[src/rtl/rr_grant_arbiter_pkg.sv]
// Shared definitions for the 4-way round-robin grant arbiter: state encodings,
// sizes and the rotating priority search.
package rr_grant_arbiter_pkg;

  localparam int unsigned NUM_REQ = 4;
  localparam int unsigned IDX_W   = 2;
  localparam int unsigned HOLD_W  = 8;

  localparam logic [1:0] ST_IDLE  = 2'b00;
  localparam logic [1:0] ST_GRANT = 2'b01;
  localparam logic [1:0] ST_GAP   = 2'b10;

  typedef struct packed {
    logic             valid;
    logic [IDX_W-1:0] idx;
  } pick_t;

  // First asserted request starting just after 'last'; 'last' itself is checked last.
  function automatic pick_t rr_pick(input logic [IDX_W-1:0] last,
                                    input logic [NUM_REQ-1:0] req);
    pick_t            p;
    logic [IDX_W-1:0] c;
    p = '0;
    for (int k = int'(NUM_REQ); k >= 1; k--) begin
      c = last + IDX_W'(k);
      if (req[c]) begin
        p.valid = 1'b1;
        p.idx   = c;
      end
    end
    return p;
  endfunction

endpackage

[src/rtl/rr_grant_arbiter_if.sv]
// Request/grant bundle between requesting units and the round-robin arbiter.
interface rr_grant_arbiter_if;
  import rr_grant_arbiter_pkg::*;

  logic               arb_en;
  logic [NUM_REQ-1:0] req;
  logic               gnt0;
  logic               gnt1;
  logic               gnt2;
  logic               gnt3;
  logic [IDX_W-1:0]   gnt_idx;
  logic               busy;

  modport master (
    output arb_en, req,
    input  gnt0, gnt1, gnt2, gnt3, gnt_idx, busy
  );

  modport slave (
    input  arb_en, req,
    output gnt0, gnt1, gnt2, gnt3, gnt_idx, busy
  );
endinterface

[src/rtl/rr_grant_arbiter_grant_decoder.sv]
// 2:4 one-hot decoder with enable; all outputs low when enable is low.
module grant_decoder (
  input  logic addr0,
  input  logic addr1,
  input  logic enable,
  output logic out0,
  output logic out1,
  output logic out2,
  output logic out3
);

  assign out0 = enable & ~addr1 & ~addr0;
  assign out1 = enable & ~addr1 &  addr0;
  assign out2 = enable &  addr1 & ~addr0;
  assign out3 = enable &  addr1 &  addr0;

endmodule

[src/rtl/rr_grant_arbiter.sv]
// Round-robin arbiter for 4 requesters with bounded hold time and a dead
// cycle between successive grants; grant lines are decoded from registers.
module rr_grant_arbiter
  import rr_grant_arbiter_pkg::*;
#(
  parameter int unsigned MAX_HOLD = 8
) (
  input logic             clk,
  input logic             reset_n,
  rr_grant_arbiter_if.slave bus
);

  localparam logic [HOLD_W-1:0] HOLD_LAST = HOLD_W'(MAX_HOLD - 1);
  localparam logic [HOLD_W-1:0] HOLD_SAT  = '1;

  logic [1:0]        state_q,   state_d;
  logic [IDX_W-1:0]  gnt_idx_q, gnt_idx_d;
  logic [IDX_W-1:0]  last_q,    last_d;
  logic [HOLD_W-1:0] hold_q,    hold_d;
  pick_t             pick;
  logic              granting;

  always_ff @(posedge clk or negedge reset_n) begin
    if (!reset_n) begin
      state_q   <= ST_IDLE;
      gnt_idx_q <= '0;
      last_q    <= IDX_W'(NUM_REQ - 1);
      hold_q    <= '0;
    end else begin
      state_q   <= state_d;
      gnt_idx_q <= gnt_idx_d;
      last_q    <= last_d;
      hold_q    <= hold_d;
    end
  end

  // IDLE and GAP arbitrate identically; GRANT holds until release, timeout or preempt.
  always_comb begin
    state_d   = state_q;
    gnt_idx_d = gnt_idx_q;
    last_d    = last_q;
    hold_d    = hold_q;
    pick      = rr_pick(last_q, bus.req);

    case (state_q)
      ST_IDLE, ST_GAP: begin
        if (bus.arb_en && pick.valid) begin
          state_d   = ST_GRANT;
          gnt_idx_d = pick.idx;
          hold_d    = '0;
        end else begin
          state_d   = ST_IDLE;
        end
      end
      ST_GRANT: begin
        hold_d = (hold_q == HOLD_SAT) ? hold_q : hold_q + HOLD_W'(1);
        if (!bus.req[gnt_idx_q] || (hold_q == HOLD_LAST) || !bus.arb_en) begin
          state_d = ST_GAP;
          last_d  = gnt_idx_q;
        end
      end
      default: state_d = ST_IDLE;
    endcase
  end

  assign granting    = (state_q == ST_GRANT);
  assign bus.busy    = granting;
  assign bus.gnt_idx = gnt_idx_q;

  grant_decoder u_dec (
    .addr0  (gnt_idx_q[0]),
    .addr1  (gnt_idx_q[1]),
    .enable (granting),
    .out0   (bus.gnt0),
    .out1   (bus.gnt1),
    .out2   (bus.gnt2),
    .out3   (bus.gnt3)
  );

endmodule

[src/flat_wrapper.sv]
// flat-port wrapper written by rule: the top's interface ports become plain ports
module rr_grant_arbiter_flat import rr_grant_arbiter_pkg::*;
#(
  parameter int unsigned MAX_HOLD = 8
)
  (clk, reset_n, bus_arb_en, bus_req, bus_gnt0, bus_gnt1, bus_gnt2, bus_gnt3, bus_gnt_idx, bus_busy);
  rr_grant_arbiter_if bus_i ();
  input logic clk;
  input logic reset_n;
  input wire logic [$bits(bus_i.arb_en)-1:0] bus_arb_en;
  input wire logic [$bits(bus_i.req)-1:0] bus_req;
  output wire logic [$bits(bus_i.gnt0)-1:0] bus_gnt0;
  output wire logic [$bits(bus_i.gnt1)-1:0] bus_gnt1;
  output wire logic [$bits(bus_i.gnt2)-1:0] bus_gnt2;
  output wire logic [$bits(bus_i.gnt3)-1:0] bus_gnt3;
  output wire logic [$bits(bus_i.gnt_idx)-1:0] bus_gnt_idx;
  output wire logic [$bits(bus_i.busy)-1:0] bus_busy;
  assign bus_i.arb_en = bus_arb_en;
  assign bus_i.req = bus_req;
  assign bus_gnt0 = bus_i.gnt0;
  assign bus_gnt1 = bus_i.gnt1;
  assign bus_gnt2 = bus_i.gnt2;
  assign bus_gnt3 = bus_i.gnt3;
  assign bus_gnt_idx = bus_i.gnt_idx;
  assign bus_busy = bus_i.busy;
  rr_grant_arbiter #(.MAX_HOLD(MAX_HOLD)) u_core (.clk(clk), .reset_n(reset_n), .bus(bus_i));
endmodule
[config.mk]
export PLATFORM = sky130hd
export DESIGN_NAME = rr_grant_arbiter_flat
export DESIGN_NICKNAME = d
export VERILOG_FILES = /design/src/rtl/rr_grant_arbiter_pkg.sv /design/src/rtl/rr_grant_arbiter_if.sv /design/src/rtl/rr_grant_arbiter_grant_decoder.sv /design/src/rtl/rr_grant_arbiter.sv /design/src/flat_wrapper.sv
export SDC_FILE = /design/constraint.sdc
export NUM_CORES = 1
export LEC_CHECK = 0
export ABC_CLOCK_PERIOD_IN_PS = 1800
export BUFFER_PORTS_ARGS = -buffer_cell sky130_fd_sc_hd__buf_2
export CORE_MARGIN = 2
export CORE_UTILIZATION = 35
export CTS_CLUSTER_DIAMETER = 200
export CTS_CLUSTER_SIZE = 16
export DETAILED_ROUTE_END_ITERATION = 7
export MAX_ROUTING_LAYER = met4
export PLACE_DENSITY = 0.6
export SYNTH_ARGS = -nofsm -noshare
export SYNTH_HDL_FRONTEND = slang
export SYNTH_SLANG_ARGS = --single-unit
[constraint.sdc]
create_clock -name clk -period 1.8 [get_ports clk]
set_input_delay 0.45 -clock clk [delete_from_list [all_inputs] [get_ports clk]]
set_output_delay 0.45 -clock clk [all_outputs]
set_load 0.01 [all_outputs]
==> run summary <==
Element type at the critical path end -> flip-flop
Async SR Flop Fraction -> 1.00
Global-route wire length before repair -> 3.32 mm
Net count of the mapped netlist -> 96
CTS Hold Bufs -> 0
Number of DRC violations after detailed-routing iteration 0 -> 3
Synth unique cells -> 31
Worst slew slack as a fraction of its limit -> 0.686
Required time at the endpoint of the critical path -> 2.00 ns
Top cells by area, synth -> sky130_fd_sc_hd__dfrtp_1 37%, sky130_fd_sc_hd__dfstp_2 6.4%, sky130_fd_sc_hd__nor2_1 4.1%
Largest net degree at the start of global routing -> 15
Core outline area -> 0.00221 mm²
# DRC -> 0
Critical path startpoint -> u_core.hold_q[6]$_DFFE_PN0P_
Share of the clock period used by the worst path -> 0.964
Final Hold Viols -> 0
Series of cell instances along the critical path -> or4_4 -> o311ai_4 -> nand2_2 -> mux2_1
Crit path DAT -> 1.94 ns
Synth Register Bits -> 14
Sum of overflow across all layers after global routing -> 0
Port Buf Inserts -> 13
Antenna diode instance count -> 0
Clock Sink Count -> 14
Detailed Place HPWL -> 1.45 mm
Synth Warn # -> 0
Final setup violation count -> 0
Total Routing Usage GR -> 0.172
Setup tns final -> 0 ns
Total buffers and inverters traversed by the critical path -> 0
Number of search-and-repair iterations in the first detailed-routing pass -> 4
Register-to-register setup slack -> 0.06 ns
Final setup skew -> 0.00849 ns
Clock-pin slew reported for the worst setup and hold paths after clock tree synthesis -> 0.09 ns
Post-Place Worst Slack -> 0.0690 ns
Cell Rows -> 17
Longest Clk Path Bufs -> 2
Top achievable clock speed -> 0.576 GHz
Total I/O pin count -> 14
Gp weighted congestion -> 0.809
Insertion delay to the later sink of the worst-skew pair -> 0.28 ns
Via density -> 5.43
Die extent in y -> 52.5 µm
Outcome -> complete, no violations
Smallest setup slack after layout -> 0.0647 ns
Die extent in x -> 52.5 µm
Antenna violations before repair -> 0
Die ar. -> 0.00275 mm²
Delay contributed by the slowest stage of the critical path -> 0.55 ns
Sequential fraction of the synthesis area -> 0.429
Category of the most critical setup path -> reg -> reg
Crit Reg-Reg Startpoint -> u_core.hold_q[6]$_DFFE_PN0P_
Number of global-route vias before repair -> 706
Leading cell type by number of instances after synthesis -> sky130_fd_sc_hd__dfrtp_1
Starting Density -> 0.372
Wire per inst -> 14.1 µm
Via total after detailed routing -> 733
Total wirelength of the detailed-routed design -> 1.91 mm
Primary flip-flop cell chosen by synthesis mapping -> sky130_fd_sc_hd__dfrtp_1
Clock buffers created by TritonCTS -> 3
Clock root buffer master -> sky130_fd_sc_hd__clkbuf_4
Fraction of final layout cells with drive strength greater than 1 -> 0.271
Cell area after synthesis -> 822 µm²
Post-synth top area share -> 0.365
Number of instances in the synthesized netlist -> 88
Leak -> 0.438 nW
Growth of design area from synthesis to finish -> 18.9%
CTS HTree Levels -> 1
Type of the tightest min-delay check -> in -> async
IR Drop Worst-Case VDD -> 0.507 mV
CTS tree -> built
Startpoint Class -> flip-flop
Final Max Tran Viols -> 0
Total Power -> 1.09 mW
Min cycle time layout -> 1.74 ns
Dominant cell type by area after synthesis -> sky130_fd_sc_hd__dfrtp_1
Total Nets Final -> 116
Crit path max-delay cell type -> sky130_fd_sc_hd__or4_4
Final core utilization -> 0.442
Count of antenna-violating nets left after detailed routing -> 0
CP top delay family -> simple AND/OR/NAND/NOR gates
Top cells by instance count after synthesis -> 12 x sky130_fd_sc_hd__dfrtp_1, 9 x sky130_fd_sc_hd__nor2_1, 7 x sky130_fd_sc_hd__nand2_1, 6 x sky130_fd_sc_hd__nand3_1, 6 x sky130_fd_sc_hd__o21ai_1
Post-Synthesis Mean Instance Area -> 9.34 µm²
Largest driver fanout on the critical path -> 4
Actual transition at the worst max-transition pin -> 0.472 ns
Count of maximum capacitance violations -> 0
Setup repair after global routing missed its margin -> no
Number of synthesized flops with an enable pin -> 0
Ratio of total power to cell area -> 1120 mW/mm²
[placed cells by master (no fill, tap or decap)]
| master | n |
|---|---|
| sky130_fd_sc_hd__a211oi_1 | 1 |
| sky130_fd_sc_hd__a21o_1 | 1 |
| sky130_fd_sc_hd__a21oi_1 | 3 |
| sky130_fd_sc_hd__and3_1 | 3 |
| sky130_fd_sc_hd__and4b_1 | 1 |
| sky130_fd_sc_hd__buf_2 | 13 |
| sky130_fd_sc_hd__buf_4 | 5 |
| sky130_fd_sc_hd__clkbuf_1 | 1 |
| sky130_fd_sc_hd__clkbuf_4 | 3 |
| sky130_fd_sc_hd__clkinv_4 | 1 |
| sky130_fd_sc_hd__dfrtp_1 | 12 |
| sky130_fd_sc_hd__dfstp_2 | 2 |
| sky130_fd_sc_hd__ha_1 | 1 |
| sky130_fd_sc_hd__inv_1 | 3 |
| sky130_fd_sc_hd__mux2_1 | 2 |
| sky130_fd_sc_hd__mux4_2 | 1 |
| sky130_fd_sc_hd__nand2_1 | 7 |
| sky130_fd_sc_hd__nand2_2 | 1 |
| sky130_fd_sc_hd__nand2b_1 | 4 |
| sky130_fd_sc_hd__nand2b_4 | 1 |
| sky130_fd_sc_hd__nand3_1 | 6 |
| sky130_fd_sc_hd__nand4_1 | 2 |
| sky130_fd_sc_hd__nor2_1 | 9 |
| sky130_fd_sc_hd__nor3_1 | 3 |
| sky130_fd_sc_hd__o211ai_1 | 4 |
| sky130_fd_sc_hd__o21ai_0 | 4 |
| sky130_fd_sc_hd__o21ai_1 | 6 |
| sky130_fd_sc_hd__o221ai_1 | 1 |
| sky130_fd_sc_hd__o311ai_4 | 1 |
| sky130_fd_sc_hd__o41ai_1 | 1 |
| sky130_fd_sc_hd__or4_4 | 1 |
| sky130_fd_sc_hd__xnor2_1 | 1 |
| sky130_fd_sc_hd__xor2_1 | 2 |
[stage by stage]
stage | std cells | hold slack [ns] | cell area (µm²)
after CTS | 134 | 0.0603 | 962
after floorplan | 88 | 0.154 | 822
after global routing | 135 | 0.0659 | 977
after global placement | 130 | 0.368 | 933
after detailed placement | 130 | 0.366 | 933
final | 135 | 0.0552 | 977
[cell type report]
| cell class | instances | area [µm²] |
|---|---|---|
| inverters | 4 | 20.0 |
| repair buffers | 18 | 103 |
| flip-flops and latches | 14 | 353 |
| well taps | 28 | 35.0 |
| clock buffers | 4 | 26.3 |
| multi-input cells | 67 | 440 |
| fillers | 232 | 1230 |
[routing by layer]
metal / vias to the layer above / share of wire / GRT usage
li1: 359 / - / -
met1: 354 / 0.46 / 0.204
met2: 16 / 0.47 / 0.281
met3: 4 / 0.046 / 0.0371
met4: 0 / 0.019 / 0.0769
met5: - / 0 / -
[where the power goes]
| part | switching [mW] | internal (mW) | total [mW] |
|---|---|---|---|
| clock network | 0.0976 | 0.0858 | 0.183 |
| logic | 0.231 | 0.188 | 0.419 |
| registers | 0.0834 | 0.405 | 0.488 |
| total | 0.412 | 0.679 | 1.09 |
[cells by family after synthesis]
family,synth area share
and+or+nand+nor,0.240
AOI/OAI and AO/OA,0.187
DFF,0.429
buffers and inverters,0.0411
xor gates and xnor gates,0.0320
muxes,0.0548
adders and majority gates,0.0152
[registers in the layout, summed over array words and instances (netlist names)]
name                count
u_core.hold_q           8
u_core.state_q          2
u_core.last_q           2
u_core.bus.gnt_idx      2
[path summary, 6_finish.rpt]
kind / depth (start not counted) / end
worst max-delay path: 4 / u_core.last_q[0]$_DFFE_PN1P_
worst min-delay path: 1 / u_core.hold_q[3]$_DFFE_PN0P_
worst max register to register: 4 / u_core.last_q[0]$_DFFE_PN1P_
worst min register to register: 1 / u_core.hold_q[0]$_DFFE_PN0P_
max in group asynchronous: 1 / u_core.last_q[1]$_DFFE_PN1P_
min in group clk: 3 / u_core.state_q[0]$_DFFE_PN0P_
[what timing repair did]
action	4_1_cts	5_1_grt
resized for setup	1	2
endpoints found under the setup margin	1	5
setup buffers	0	1
(Power assumes the default switching activity.)
